File: config.mk
export PLATFORM = sky130hd
export DESIGN_NAME = fp8_to_int8_lane
export DESIGN_NICKNAME = d
export VERILOG_FILES = /design/src/rtl/fp8_pkg.sv /design/src/rtl/fp8_to_int8_lane_decode.sv /design/src/rtl/fp8_to_int8_lane.sv
export SDC_FILE = /design/constraint.sdc
export NUM_CORES = 1
export LEC_CHECK = 0
export BUFFER_PORTS_ARGS = -buffer_cell sky130_fd_sc_hd__buf_2
export CAP_MARGIN = 0
export CORE_UTILIZATION = 50
export CTS_CLUSTER_SIZE = 8
export DETAILED_ROUTE_END_ITERATION = 7
export GPL_TIMING_DRIVEN = 0
export PLACE_DENSITY = 0.74
export SYNTH_ARGS = -nofsm -noshare
export SYNTH_HDL_FRONTEND = slang
export SYNTH_SLANG_ARGS = --single-unit
export TNS_END_PERCENT = 1
File: constraint.sdc
create_clock -name clk -period 3.3 [get_ports clk]
set_clock_uncertainty 0.1 [all_clocks]
set_input_delay 0.66 -clock clk [delete_from_list [all_inputs] [get_ports clk]]
set_output_delay 0.66 -clock clk [all_outputs]
set_load 0.02 [all_outputs]
File: src/rtl/fp8_pkg.sv
// Shared E4M3 / int8 constants and the unpacked FP8 field layout.
package fp8_pkg;

  localparam int unsigned     E4M3_BIAS = 7;
  localparam logic [6:0]      E4M3_NAN  = 7'h7F;
  localparam logic signed [7:0] INT8_MAX = 8'sd127;
  localparam logic signed [7:0] INT8_MIN = -8'sd128;

  typedef struct packed {
    logic       sign;
    logic [3:0] exp;
    logic [2:0] man;
  } e4m3_t;

endpackage

File: src/rtl/fp8_to_int8_lane_decode.sv
// Combinational E4M3 unpack: fields, NaN/subnormal class and signed shift (e-10).
module fp8_decode
  import fp8_pkg::*;
(
  input  logic              [7:0] data,
  output e4m3_t                   fields,
  output logic                    is_nan,
  output logic                    is_sub,
  output logic signed       [4:0] shift
);

  always_comb begin
    fields = e4m3_t'(data);
    is_nan = (data[6:0] == E4M3_NAN);
    is_sub = (fields.exp == 4'd0);
    // Integer point sits 3 bits into {1,m}, so the shift is e - bias - 3.
    shift  = $signed({1'b0, fields.exp}) - 5'(E4M3_BIAS + 3);
  end

endmodule

File: src/rtl/fp8_to_int8_lane.sv
// FP8 (E4M3) to int8 dequantize lane: 2-stage valid/ready pipeline with
// round-to-nearest-even, saturation and sticky NaN/saturation status.
module fp8_to_int8_lane
  import fp8_pkg::*;
(
  input  logic       clk,
  input  logic       reset,
  input  logic       enable,
  input  logic       in_valid,
  output logic       in_ready,
  input  logic [7:0] in_data,
  output logic       out_valid,
  input  logic       out_ready,
  output logic [7:0] out_data,
  output logic       out_sat,
  output logic       out_nan,
  input  logic       clear_flags,
  output logic       sticky_sat,
  output logic       sticky_nan
);

  e4m3_t              dec_fields;
  logic               dec_is_nan;
  logic               dec_is_sub;
  logic signed  [4:0] dec_shift;

  fp8_decode u_decode (
    .data   (in_data),
    .fields (dec_fields),
    .is_nan (dec_is_nan),
    .is_sub (dec_is_sub),
    .shift  (dec_shift)
  );

  logic               s1_valid;
  logic               s1_sign;
  logic               s1_nan;
  logic               s1_zero;
  logic         [3:0] s1_sig;
  logic signed  [4:0] s1_shift;

  logic               s2_valid;
  logic         [7:0] s2_data;
  logic               s2_sat;
  logic               s2_nan;

  logic               s2_empty_or_draining;
  logic               in_fire;

  assign s2_empty_or_draining = !s2_valid || out_ready;
  assign in_ready  = enable && !reset && (!s1_valid || s2_empty_or_draining);
  assign in_fire   = in_valid && in_ready;

  assign out_valid = s2_valid;
  assign out_data  = s2_data;
  assign out_sat   = s2_sat;
  assign out_nan   = s2_nan;

  // S2 round/saturate datapath, fed from the S1 registers.
  logic         [8:0] mag;
  logic         [7:0] frac;
  logic         [4:0] rshift;
  logic               round_up;
  logic         [7:0] res;
  logic               res_sat;

  always_comb begin
    mag      = '0;
    frac     = '0;
    rshift   = 5'(-s1_shift);
    round_up = 1'b0;
    res      = '0;
    res_sat  = 1'b0;

    if (!s1_shift[4]) begin
      mag = {5'b0, s1_sig} << s1_shift[2:0];
    end else begin
      // frac holds 4 integer and 4 fraction bits; only shifts of 1..4 reach here
      // as non-zero results.
      frac     = {s1_sig, 4'b0} >> rshift[2:0];
      round_up = frac[3] && ((|frac[2:0]) || frac[4]);
      mag      = {5'b0, frac[7:4]} + {8'b0, round_up};
    end

    if (s1_nan || s1_zero) begin
      res = '0;
    end else if (!s1_sign) begin
      if (mag > 9'd127) begin
        res     = INT8_MAX;
        res_sat = 1'b1;
      end else begin
        res = mag[7:0];
      end
    end else begin
      if (mag > 9'd128) begin
        res     = INT8_MIN;
        res_sat = 1'b1;
      end else begin
        res = -mag[7:0];
      end
    end
  end

  always_ff @(posedge clk) begin
    if (reset) begin
      s1_valid <= 1'b0;
      s1_sign  <= 1'b0;
      s1_nan   <= 1'b0;
      s1_zero  <= 1'b0;
      s1_sig   <= '0;
      s1_shift <= '0;
      s2_valid <= 1'b0;
      s2_data  <= '0;
      s2_sat   <= 1'b0;
      s2_nan   <= 1'b0;
    end else if (enable) begin
      if (in_fire) begin
        s1_valid <= 1'b1;
        s1_sign  <= dec_fields.sign;
        s1_nan   <= dec_is_nan;
        s1_zero  <= dec_is_sub || (dec_shift < -5'sd4);
        s1_sig   <= {|dec_fields.exp, dec_fields.man};
        s1_shift <= dec_shift;
      end else if (s2_empty_or_draining) begin
        s1_valid <= 1'b0;
      end

      if (s2_empty_or_draining) begin
        s2_valid <= s1_valid;
        if (s1_valid) begin
          s2_data <= res;
          s2_sat  <= res_sat;
          s2_nan  <= s1_nan;
        end
      end
    end
  end

  always_ff @(posedge clk) begin
    if (reset || clear_flags) begin
      sticky_sat <= 1'b0;
      sticky_nan <= 1'b0;
    end else if (enable && s2_valid && out_ready) begin
      sticky_sat <= sticky_sat | s2_sat;
      sticky_nan <= sticky_nan | s2_nan;
    end
  end

endmodule

==> results of run 1 <==
per-stage QoR:
stage | utilization | cell area, um^2 | TNS (ns) | std cells
2_1_floorplan | - | 1930 | 0 | 253
3_3_place_gp | 0.574 | 2120 | -1.76 | 327
3_5_place_dp | 0.574 | 2120 | -1.77 | 327
4_1_cts | 0.593 | 2190 | 0 | 331
5_1_grt | 0.636 | 2340 | -0.0404 | 343
6_report | 0.636 | 2340 | 0 | 343
tightest hold or removal path, stage by stage (launching register included):
cell and delay [ns]:
sky130_fd_sc_hd__dfxtp_1 0.32, sky130_fd_sc_hd__nand2_1 0.05, sky130_fd_sc_hd__a21oi_1 0.05
cells by family (layout without fill, tap and decap cells):
family          count (synthesis)  in the layout  share of synthesized area
xor+xnor                        3              3                     0.0234
flops                          25             25                      0.260
fa+ha+maj                       6              6                     0.0390
buf+inv                        43             85                     0.0987
simple gates                   89             89                      0.242
compound gates                 77             77                      0.284
mux                            10             10                     0.0539
flip-flops by register name, summed over array words and instances (netlist names):
signal and flops:
out_data 8, s1_shift 4, s1_sig 4, out_nan 1, out_sat 1, out_valid 1, s1_nan 1, s1_sign 1
s1_valid 1, s1_zero 1, sticky_nan 1, sticky_sat 1
repair_timing:
action                     in CTS  in global routing
setup endpoints to repair       9                  9
pin swaps                       0                 11
resized for setup               7                 18
buffers inserted                0                 12
routing by layer:
layer / up-vias / track usage / share of wire
met3: 4 / 0.0321 / 0.058
met1: 930 / 0.339 / 0.48
met5: - / 0 / 0
li1: 1006 / - / -
met4: 0 / 0.0625 / 0.0088
met2: 68 / 0.392 / 0.46
area by class of cell:
type | count | area (um^2)
clock buffers | 3 | 41.3
fillers | 332 | 1340
repair buffers | 38 | 220
plain buffers | 20 | 108
clock inverters | 1 | 5.00
flip-flops and latches | 25 | 508
multi-input cells | 185 | 1310
inverters | 23 | 93.8
well taps | 48 | 60.1
Yosys cell counts, types with 2 or more instances:
| cell | instances |
|---|---|
| sky130_fd_sc_hd__xnor2_1 | 2 |
| sky130_fd_sc_hd__nand3_1 | 8 |
| sky130_fd_sc_hd__buf_2 | 8 |
| sky130_fd_sc_hd__o21ai_0 | 11 |
| sky130_fd_sc_hd__nor2b_1 | 2 |
| sky130_fd_sc_hd__o311ai_1 | 2 |
| sky130_fd_sc_hd__a21oi_1 | 19 |
| sky130_fd_sc_hd__and3_1 | 4 |
| sky130_fd_sc_hd__o31ai_1 | 4 |
| sky130_fd_sc_hd__o211ai_1 | 3 |
| sky130_fd_sc_hd__nor3_1 | 7 |
| sky130_fd_sc_hd__a211o_1 | 2 |
| sky130_fd_sc_hd__nand2_1 | 20 |
| sky130_fd_sc_hd__nor4_1 | 6 |
| sky130_fd_sc_hd__ha_1 | 6 |
| sky130_fd_sc_hd__or3_1 | 3 |
| sky130_fd_sc_hd__nand3b_1 | 2 |
| sky130_fd_sc_hd__nor2_1 | 20 |
| sky130_fd_sc_hd__o22ai_1 | 3 |
| sky130_fd_sc_hd__a31oi_1 | 3 |
| sky130_fd_sc_hd__nand4_1 | 2 |
| sky130_fd_sc_hd__a21o_1 | 2 |
| sky130_fd_sc_hd__a22oi_1 | 7 |
| sky130_fd_sc_hd__a211oi_1 | 4 |
| sky130_fd_sc_hd__mux2_2 | 2 |
| sky130_fd_sc_hd__a32oi_1 | 2 |
| sky130_fd_sc_hd__a2bb2oi_1 | 2 |
| sky130_fd_sc_hd__inv_1 | 21 |
| sky130_fd_sc_hd__buf_6 | 2 |
| sky130_fd_sc_hd__dfxtp_1 | 25 |
| sky130_fd_sc_hd__or4_1 | 3 |
| sky130_fd_sc_hd__clkbuf_1 | 8 |
| sky130_fd_sc_hd__o31a_1 | 2 |
| sky130_fd_sc_hd__nand2b_1 | 7 |
| sky130_fd_sc_hd__mux2i_1 | 7 |
power groups by stage:
stage / clock network (mW) / logic [mW] / registers [mW]
final: 0.176 / 0.220 / 0.316
after floorplan: 0 / 0.136 / 0.325
after detailed placement: 0 / 0.182 / 0.323
after global placement: 0 / 0.180 / 0.324
after CTS: 0.180 / 0.188 / 0.317
after global routing: 0.195 / 0.242 / 0.317
worst paths after layout:
path	to	slack [ns]	depth (start not counted)
worst min-delay path	out_data[0]	0.36	2
worst min register to register	out_data[0]	0.36	2
worst max-delay path	out_data[3]	0.16	16
worst max register to register	out_data[3]	0.16	16
==> impl_summary.txt, run 1 <==
----------------------------------------------------
[Placement]
  IO buf count ... 26
  HPWL Detailed ... 3490 um
  Weighted congestion at the end of routability-driven global placement ... 0.926
  Worst setup slack after placement ... -0.328 ns

[Synthesis]
  Cell taking the most area after synthesis ... sky130_fd_sc_hd__dfxtp_1
  Post-synthesis sequential area ratio ... 0.260
  Synthesized Nets ... 273
  Proportion of netlist area held by the largest area contributor ... 0.260
  Cell count after synthesis ... 253
  Yosys Warn Count ... 0
  Fraction of registers with async set or reset after synthesis ... 0
  Top cells by area, synth ... sky130_fd_sc_hd__dfxtp_1 26%, sky130_fd_sc_hd__a21oi_1 4.9%, sky130_fd_sc_hd__inv_1 4.1%
  Synth Flop Type ... sky130_fd_sc_hd__dfxtp_1
  Library cells used by synthesis ... 57
  Mean instance size in the synthesized netlist ... 7.62 um^2
  Post-synthesis sequential element count ... 25
  Post-synth EDFFs ... 0
  Area of the mapped netlist ... 0.00193 mm^2

[Route]
  Number of DRC violations after detailed-routing iteration 0 ... 124
  ANT nets after route ... 0
  Via/cell ratio ... 5.85
  Iteration count of the initial detailed-routing pass ... 5
  Total via count after detailed routing ... 2008
  Aggregate routed wire length ... 4790 um
  Routed len/inst ... 14.0 um
  Total DRC errors in the routed layout ... 0

[CTS]
  TritonCTS clock tree ... built
  Level count of the clock H-tree ... 1
  Clock latency on the worst-skew pair ... 0.26 ns
  Clock-pin slew of the registers on the worst-case setup and hold paths ... 0.09 ns
  Hold-fix buffers, CTS ... 0
  Inserted Clock Buffers ... 3
  CTS Sinks ... 25
  Longest Clk Path Bufs ... 2
  Root buffer cell ... sky130_fd_sc_hd__clkbuf_8

[Global route]
  GRT overflow ... 0
  Number of global-route vias before repair ... 1804
  First-pass GRT wire length ... 8050 um
  Largest net degree at the start of global routing ... 15
  All-layer global routing usage ... 0.243
  Initial antenna violation count ... 0

[Setup path]
  Crit path largest cell delay ... 0.38 ns
  Critical-path cell list ... inv_6, ha_4, buf_6, nand2_2, a21oi_1, a31oi_1, nor2_1, ha_2, nand2b_1, or4_1, and3_1, buf_6, inv_2, nor4_1, or3_1, a41o_1
  Kind of end point of the critical path ... register
  Worst setup SP type ... register
  R2R Path Start ... s1_shift[0]
  Dominant delay contributor by cell family on the critical path ... simple AND/OR/NAND/NOR gates
  CP Data Arrival Time ... 3.21 ns
  Crit path max fanout ... 10
  Critical path type ... register to register
  Cell type with the highest occurrence count on the critical path ... sky130_fd_sc_hd__buf_6
  Launching instance or port of the critical path ... s1_shift[0]
  Slowest cell on crit path ... sky130_fd_sc_hd__dfxtp_4
  Buffers & Inverters on Critical Path ... 4
  Required time of the worst setup path ... 3.37 ns

[Power]
  Design internal power ... 489 uW
  Leakage ... 1.00 nW
  Combinational cell fraction of total power ... 0.309
  Relative contribution of the clock network to total power ... 0.247
  Worst IR drop on VDD ... 0.257 mV
  Fraction of power spent switching nets ... 0.313
  Overall power ... 711 uW
  Register share of total power ... 0.444
  Net Sw Power ... 222 uW
  Ratio of total power to cell area ... 303 mW/mm^2

[Flow run]
  Count of maximum capacitance violations ... 0

[Timing]
  Highest achievable clock rate ... 318 MHz
  Hold violation total from the final report ... 0
  Setup-violating endpoint count in the final report ... 0
  Time the final worst path needs with I/O delays and setup ... 3.14 ns
  Relative slew slack ... 0.538
  Actual slew at the worst max-slew pin ... 0.692 ns
  Post-route setup slack ... 0.160 ns
  Max Transition Viols Final ... 0
  Worst hold slack after final layout ... 0.359 ns
  Final critical-path share of the clock period ... 0.951

[Cells and area]
  Most frequent standard cell in the layout excluding fill and tap cells ... sky130_fd_sc_hd__buf_2
  Growth of design area from synthesis to finish ... 21.7%
  Most used cells in the layout excluding fill and tap cells ... 34 x sky130_fd_sc_hd__buf_2, 23 x sky130_fd_sc_hd__dfxtp_1, 20 x sky130_fd_sc_hd__nor2_1
  Number of antenna cells inserted ... 0
  Layout net count ... 316
  Share of final-layout standard cells stronger than drive strength 1 ... 0.268

[Die]
  Die height ... 64.1 um
  DIE AREA ... 0.00411 mm^2
  Rows ... 22
  Initial Utilization ... 0.522
  Num ports ... 28
  Placeable core region ... 0.00369 mm^2
  Die Width ... 64.1 um

[Worst hold path]
  Hold crit path type ... register to register
  Startpoint of the worst hold path ... out_data[0]

[Outcome]
  Run status ... complete, no violations

----------------------------------------------------
Power figures use the tool's default switching activity.
==> run 2, diff against run 1 <==
- CORE_ASPECT_RATIO: default -> 1.1
==> run 2 against run 1 <==
- sequential power about the same
- die area is essentially flat
- cell area fell by 0.32%
- cell count is 0.58% lower
- total power is 0.53% lower
- hold slack worse by 0.0071 ns
- clock-buffer cell count did not move
- setup slack worse by 0.041 ns
- maximum frequency fell by 1.3%
- clock power is essentially flat
- core utilization up 0.38 points
==> impl_summary.txt, run 2 (same netlist as run 1, synthesis figures left out) <==
----------------------------------------------------
[Timing]
  Actual slew at the worst max-slew pin ... 0.678 ns (was 0.692 ns)
  RSZ-0062 raised after global routing ... yes
  Max Transition Viols Final ... 0 (unchanged)
  Post-route setup slack ... 0.119 ns (was 0.160 ns)
  Time the final worst path needs with I/O delays and setup ... 3.18 ns (was 3.14 ns)
  Highest achievable clock rate ... 314 MHz (was 318 MHz)
  Final critical-path share of the clock period ... 0.964 (was 0.951)
  Relative slew slack ... 0.547 (was 0.538)
  Setup-violating endpoint count in the final report ... 0 (unchanged)
  Hold violation total from the final report ... 0 (unchanged)
  Total negative setup slack ... 0 ns (unchanged)
  Worst hold slack after final layout ... 0.352 ns (was 0.359 ns)

[Setup path]
  Critical path type ... register to register (unchanged)
  Worst flop-to-flop path endpoint ... out_data[3] (unchanged)
  Kind of end point of the critical path ... register (unchanged)
  Cell type with the highest occurrence count on the critical path ... sky130_fd_sc_hd__ha_4 (was sky130_fd_sc_hd__buf_6)
  Register-to-Register Path Depth ... 16 (unchanged)
  CP Data Arrival Time ... 3.30 ns (was 3.21 ns)
  R2R Path Start ... s1_shift[0] (unchanged)
  Required time of the worst setup path ... 3.42 ns (was 3.37 ns)
  Reg2Reg Setup Slack ... 0.12 ns (was 0.16 ns)
  Crit path max fanout ... 7 (was 10)
  Number of cells on the critical path ... 16 (unchanged)
  Buffers & Inverters on Critical Path ... 5 (was 4)
  Dominant delay contributor by cell family on the critical path ... compound AO/OA/AOI/OAI gates (was simple AND/OR/NAND/NOR gates)
  Slowest cell on crit path ... sky130_fd_sc_hd__or3_1 (was sky130_fd_sc_hd__dfxtp_4)
  Worst setup SP type ... register (unchanged)
  Crit path largest cell delay ... 0.43 ns (was 0.38 ns)
  Critical-path cell list ... inv_6, ha_4, buf_6, clkbuf_2, a211oi_2, a21oi_1, o311ai_2, nor3_4, nand2b_4, inv_2, ha_4, o31ai_1, or3_1, o21bai_4, buf_4, a41o_1 (was inv_6, ha_4, buf_6, nand2_2, a21oi_1, a31oi_1, nor2_1, ha_2, nand2b_1, or4_1, and3_1, buf_6, inv_2, nor4_1, or3_1, a41o_1)

[CTS]
  Level count of the clock H-tree ... 1 (unchanged)
  Clock latency on the worst-skew pair ... 0.27 ns (was 0.26 ns)
  Root buffer cell ... sky130_fd_sc_hd__clkbuf_8 (unchanged)
  Clock-pin slew of the registers on the worst-case setup and hold paths ... 0.09 ns (about the same)
  TritonCTS clock tree ... built (unchanged)
  CTS Sinks ... 25 (unchanged)
  Hold-fix buffers, CTS ... 0 (unchanged)
  Inserted Clock Buffers ... 3 (unchanged)
  Longest Clk Path Bufs ... 2 (unchanged)

[Die]
  Num ports ... 28 (unchanged)
  Die Width ... 61.2 um (was 64.1 um)
  Placeable core region ... 0.00365 mm^2 (was 0.00369 mm^2)
  Rows ... 23 (was 22)
  DIE AREA ... 0.00411 mm^2 (about the same)
  Initial Utilization ... 0.527 (was 0.522)
  Die height ... 67.1 um (was 64.1 um)

[Placement]
  Number of instances in the placed design ... 329 (was 327)
  Weighted congestion at the end of routability-driven global placement ... 0.899 (was 0.926)
  IO buf count ... 26 (unchanged)
  Worst setup slack after placement ... -0.278 ns (was -0.328 ns)
  Dpl cell area ... 0.00212 mm^2 (about the same)
  HPWL Detailed ... 3550 um (was 3490 um)

[Flow run]
  Count of maximum capacitance violations ... 0 (unchanged)

[Cells and area]
  Final Non-Filler Cells ... 341 (was 343)
  Growth of design area from synthesis to finish ... 21.3% (was 21.7%)
  Layout net count ... 312 (was 316)
  Most frequent standard cell in the layout excluding fill and tap cells ... sky130_fd_sc_hd__buf_2 (unchanged)
  Largest register FFs ... 8 (unchanged)
  Most used cells in the layout excluding fill and tap cells ... 34 x sky130_fd_sc_hd__buf_2, 23 x sky130_fd_sc_hd__dfxtp_1, 20 x sky130_fd_sc_hd__nor2_1 (unchanged)
  Number of antenna cells inserted ... 0 (unchanged)
  Share of final-layout standard cells stronger than drive strength 1 ... 0.271 (was 0.268)
  Cell area after layout ... 0.00234 mm^2 (about the same)

[Worst hold path]
  Worst hold path stage count ... 2 (unchanged)
  Hold crit path type ... register to register (unchanged)
  Startpoint of the worst hold path ... out_data[4] (was out_data[0])
  Worst Hold Endpoint ... out_data[4] (was out_data[0])

[Route]
  Iteration count of the initial detailed-routing pass ... 4 (was 5)
  Total DRC errors in the routed layout ... 0 (unchanged)
  Routed len/inst ... 14.3 um (was 14.0 um)
  Number of DRC violations after detailed-routing iteration 0 ... 144 (was 124)
  ANT nets after route ... 0 (unchanged)
  Total via count after detailed routing ... 2042 (was 2008)
  Via/cell ratio ... 5.99 (was 5.85)
  Aggregate routed wire length ... 4880 um (was 4790 um)

[Global route]
  Met3 GRT Util ... 0.0291 (was 0.0321)
  Number of global-route vias before repair ... 1739 (was 1804)
  First-pass GRT wire length ... 7960 um (was 8050 um)
  GR met2 Demand/Resource ... 0.399 (was 0.392)
  Most used routing layer ... met2 (unchanged)
  Met1 demand-to-capacity share in global routing ... 0.358 (was 0.339)
  Initial antenna violation count ... 0 (unchanged)
  All-layer global routing usage ... 0.255 (was 0.243)
  GRT overflow ... 0 (unchanged)
  Largest net degree at the start of global routing ... 15 (unchanged)

[Power]
  Ratio of total power to cell area ... 303 mW/mm^2 (about the same)
  Leakage ... 0.987 nW (was 1.00 nW)
  Worst IR drop on VDD ... 0.259 mV (was 0.257 mV)

[Outcome]
  Run status ... complete, no violations (unchanged)

----------------------------------------------------
-- run 2: through the flow --
stage	util	power [mW]
2_1_floorplan	-	0.461
3_3_place_gp	0.580	0.503
3_5_place_dp	0.580	0.505
4_1_cts	0.602	0.690
5_1_grt	0.640	0.751
6_report	0.640	0.708
-- run 2: final cells by class --
class,count,area (um^2)
Timing Repair Buffer,34,188
Inverter,23,93.8
Multi-Input combinational cell,185,1330
Clock inverter,1,5.00
Clock buffer,3,41.3
Buffer,20,108
Tap cell,50,62.6
Sequential cell,25,508
Fill cell,358,1320
-- run 2: power by group --
part | total, mW | switching, mW | internal (mW)
Combinational | 0.215 | 0.126 | 0.0891
Sequential | 0.317 | 0.00708 | 0.310
Clock | 0.176 | 0.0918 | 0.0843
-- run 2: how the worst max path moves through the flow --
stage / from / endpoint
4_1_cts: s1_shift[0] / out_data[0]
2_1_floorplan: s1_shift[1] / out_data[3]
3_5_place_dp: s1_shift[0] / out_data[0]
5_1_grt: s1_shift[1] / out_data[4]
6_report: s1_shift[0] / out_data[3]
3_3_place_gp: s1_shift[0] / out_data[0]
-- run 2: tightest hold or removal path: cells and delay by family (launching register included) --
| family | cells | cell delay, ns |
|---|---|---|
| DFF | 1 | 0.31 |
| and+or+nand+nor | 1 | 0.05 |
| AOI/OAI and AO/OA | 1 | 0.05 |
-- run 2: timing repair --
| item | CTS | global route |
|---|---|---|
| gates resized for setup | 9 | 22 |
| cloned | 0 | 0 |
| pin swaps | 1 | 9 |
| setup endpoints to repair | 9 | 9 |
| buffers inserted | 0 | 8 |
-- run 2: layer usage --
metal | vias to the layer above | share of wire
met4 | 0 | 0.017
met5 | - | 0
met3 | 9 | 0.049
met2 | 72 | 0.50
met1 | 960 | 0.44
li1 | 1001 | -
==> run 3, diff against run 2 <==
- RECOVER_POWER: default -> 50
==> run 3 against run 2 <==
- clock-buffer cell count unchanged
- non-clock buffer count is the same
- hold slack improved by 0.0029 ns
- cell count did not move
- largest cell class unchanged
- highest routed layer unchanged
- critical endpoint unchanged
- sequential share of layout area grew 0.18 points
- die area is the same
==> impl_summary.txt, run 3 (same netlist as run 1, synthesis figures left out) <==
----------------------------------------------------
[Outcome]
  Run status ... complete, no violations (unchanged)

[Route]
  Number of DRC violations after detailed-routing iteration 0 ... 159 (was 144)
  Via/cell ratio ... 5.96 (was 5.99)
  Aggregate routed wire length ... 4880 um (about the same)
  ANT nets after route ... 0 (unchanged)
  Total via count after detailed routing ... 2031 (was 2042)
  Iteration count of the initial detailed-routing pass ... 4 (unchanged)
  Routed len/inst ... 14.3 um (about the same)
  Total DRC errors in the routed layout ... 0 (unchanged)

[Cells and area]
  Number of antenna cells inserted ... 0 (unchanged)
  Most used cells in the layout excluding fill and tap cells ... 23 x sky130_fd_sc_hd__clkbuf_1, 23 x sky130_fd_sc_hd__dfxtp_1, 20 x sky130_fd_sc_hd__nor2_1 (was 34 x sky130_fd_sc_hd__buf_2, 23 x sky130_fd_sc_hd__dfxtp_1, 20 x sky130_fd_sc_hd__nor2_1)
  Layout net count ... 312 (unchanged)
  Share of final-layout standard cells stronger than drive strength 1 ... 0.220 (was 0.271)
  Growth of design area from synthesis to finish ... 20.3% (was 21.3%)
  Largest register FFs ... 8 (unchanged)
  Final Non-Filler Cells ... 341 (unchanged)

[Setup path]
  Register-to-Register Path Depth ... 16 (unchanged)
  Worst setup SP type ... register (unchanged)
  Worst flop-to-flop path endpoint ... out_data[3] (unchanged)
  Cell type with the highest occurrence count on the critical path ... sky130_fd_sc_hd__ha_4 (unchanged)
  Buffers & Inverters on Critical Path ... 5 (unchanged)
  Reg2Reg Setup Slack ... 0.12 ns (about the same)
  Crit path max fanout ... 7 (unchanged)
  Kind of end point of the critical path ... register (unchanged)
  CP Data Arrival Time ... 3.30 ns (about the same)
  Critical-path cell list ... inv_6, ha_4, buf_6, clkbuf_2, a211oi_2, a21oi_1, o311ai_2, nor3_4, nand2b_4, inv_2, ha_4, o31ai_1, or3_1, o21bai_4, buf_4, a41o_1 (unchanged)
  R2R Path Start ... s1_shift[0] (unchanged)
  Required time of the worst setup path ... 3.42 ns (about the same)
  Dominant delay contributor by cell family on the critical path ... compound AO/OA/AOI/OAI gates (unchanged)
  Crit path largest cell delay ... 0.43 ns (about the same)
  Critical path type ... register to register (unchanged)
  Slowest cell on crit path ... sky130_fd_sc_hd__or3_1 (unchanged)

[Die]
  Die Width ... 61.2 um (unchanged)
  Die height ... 67.1 um (unchanged)
  Num ports ... 28 (unchanged)
  Placeable core region ... 0.00365 mm^2 (unchanged)
  Rows ... 23 (unchanged)
  Initial Utilization ... 0.527 (unchanged)
  DIE AREA ... 0.00411 mm^2 (unchanged)

[Power]
  Ratio of total power to cell area ... 307 mW/mm^2 (was 303 mW/mm^2)
  Worst IR drop on VDD ... 0.260 mV (was 0.259 mV)
  Leakage ... 0.924 nW (was 0.987 nW)

[CTS]
  Clock-pin slew of the registers on the worst-case setup and hold paths ... 0.09 ns (about the same)
  Level count of the clock H-tree ... 1 (unchanged)
  Hold-fix buffers, CTS ... 0 (unchanged)
  Clock latency on the worst-skew pair ... 0.27 ns (about the same)
  Root buffer cell ... sky130_fd_sc_hd__clkbuf_8 (unchanged)
  Inserted Clock Buffers ... 3 (unchanged)
  TritonCTS clock tree ... built (unchanged)
  Longest Clk Path Bufs ... 2 (unchanged)
  CTS Sinks ... 25 (unchanged)

[Placement]
  IO buf count ... 26 (unchanged)
  HPWL Detailed ... 3550 um (unchanged)
  Weighted congestion at the end of routability-driven global placement ... 0.899 (unchanged)
  Number of instances in the placed design ... 329 (unchanged)

[Worst hold path]
  Hold crit path type ... register to register (unchanged)
  Worst Hold Endpoint ... out_data[4] (unchanged)
  Worst hold path stage count ... 2 (unchanged)
  Startpoint of the worst hold path ... out_data[4] (unchanged)

[Global route]
  Initial antenna violation count ... 0 (unchanged)
  GRT overflow ... 0 (unchanged)
  All-layer global routing usage ... 0.255 (unchanged)
  Largest net degree at the start of global routing ... 15 (unchanged)
  Number of global-route vias before repair ... 1739 (unchanged)
  First-pass GRT wire length ... 7960 um (unchanged)

[Timing]
  Highest achievable clock rate ... 314 MHz (about the same)
  Time the final worst path needs with I/O delays and setup ... 3.18 ns (about the same)
  Relative slew slack ... 0.547 (about the same)
  Total negative setup slack ... 0 ns (unchanged)
  Max Transition Viols Final ... 0 (unchanged)
  Final critical-path share of the clock period ... 0.964 (about the same)
  Setup-violating endpoint count in the final report ... 0 (unchanged)
  Hold violation total from the final report ... 0 (unchanged)
  Actual slew at the worst max-slew pin ... 0.678 ns (about the same)
  RSZ-0062 raised after global routing ... yes (unchanged)

[Flow run]
  Count of maximum capacitance violations ... 0 (unchanged)

----------------------------------------------------
==> run 3: changes by cell type in the layout (fill, tap and decap cells not counted), sizes merged <==
| cell | change |
|---|---|
| buf | -15 |
| clkbuf | +15 |
==> run 3: through the flow <==
stage	area, um^2	hold slack, ns	total power [mW]	utilization	worst slack [ns]
after floorplan	1930	0.337	0.461	-	0.141
after global placement	2120	0.338	0.503	0.580	-0.311
after detailed placement	2120	0.344	0.505	0.580	-0.278
after CTS	2200	0.356	0.690	0.602	0.0121
after global routing	2320	0.394	0.750	0.634	-0.0193
final	2320	0.355	0.711	0.634	0.120
==> run 3: area by class of cell <==
| type | count | area [um^2] |
|---|---|---|
| buffer | 20 | 108 |
| timing repair buffer | 34 | 169 |
| multi-input combinational | 185 | 1330 |
| fill | 368 | 1340 |
| clock inverter | 1 | 5.00 |
| inverter | 23 | 93.8 |
| tap | 50 | 62.6 |
| clock buffer | 3 | 41.3 |
| sequential | 25 | 508 |
==> run 3: per-layer routing <==
layer / GRT usage / share of wire / wire, um
met1: 0.358 / 0.44 / 2130
met3: 0.0291 / 0.053 / 261
met5: 0 / 0 / 0
met4: 0.0852 / 0.017 / 82
met2: 0.399 / 0.49 / 2410
==> run 3: worst max path at each step <==
| stage | depth (start not counted) | startpoint | slack, ns | to |
|---|---|---|---|---|
| 2_1_floorplan | 16 | s1_shift[1] | 0.14 | out_data[3] |
| 3_3_place_gp | 14 | s1_shift[0] | -0.31 | out_data[0] |
| 5_1_grt | 16 | s1_shift[1] | -0.02 | out_data[4] |
| 3_5_place_dp | 16 | s1_shift[0] | -0.28 | out_data[0] |
| 6_report | 16 | s1_shift[0] | 0.12 | out_data[3] |
| 4_1_cts | 16 | s1_shift[0] | 0.01 | out_data[0] |
==> run 3: report_power, final <==
group	total (mW)	switching [mW]	internal, mW
Clock	0.180	0.0956	0.0844
Combinational	0.214	0.126	0.0882
Sequential	0.317	0.00702	0.310
Total	0.711	0.228	0.482
==> run 3: worst register-to-register path, cell delays in order, from the launching register on <==
cell	delay, ns
sky130_fd_sc_hd__dfxtp_4	0.38
sky130_fd_sc_hd__inv_6	0.05
sky130_fd_sc_hd__ha_4	0.27
sky130_fd_sc_hd__buf_6	0.14
sky130_fd_sc_hd__clkbuf_2	0.15
sky130_fd_sc_hd__a211oi_2	0.15
sky130_fd_sc_hd__a21oi_1	0.07
sky130_fd_sc_hd__o311ai_2	0.35
sky130_fd_sc_hd__nor3_4	0.10
sky130_fd_sc_hd__nand2b_4	0.18
sky130_fd_sc_hd__inv_2	0.07
sky130_fd_sc_hd__ha_4	0.14
sky130_fd_sc_hd__o31ai_1	0.08
sky130_fd_sc_hd__or3_1	0.43
sky130_fd_sc_hd__o21bai_4	0.20
sky130_fd_sc_hd__buf_4	0.15
sky130_fd_sc_hd__a41o_1	0.15
==> run 3: what timing repair did <==
action,CTS,global route
setup buffers,0,8
resized for setup,9,22
endpoints found under the setup margin,9,9
pin swaps,1,9
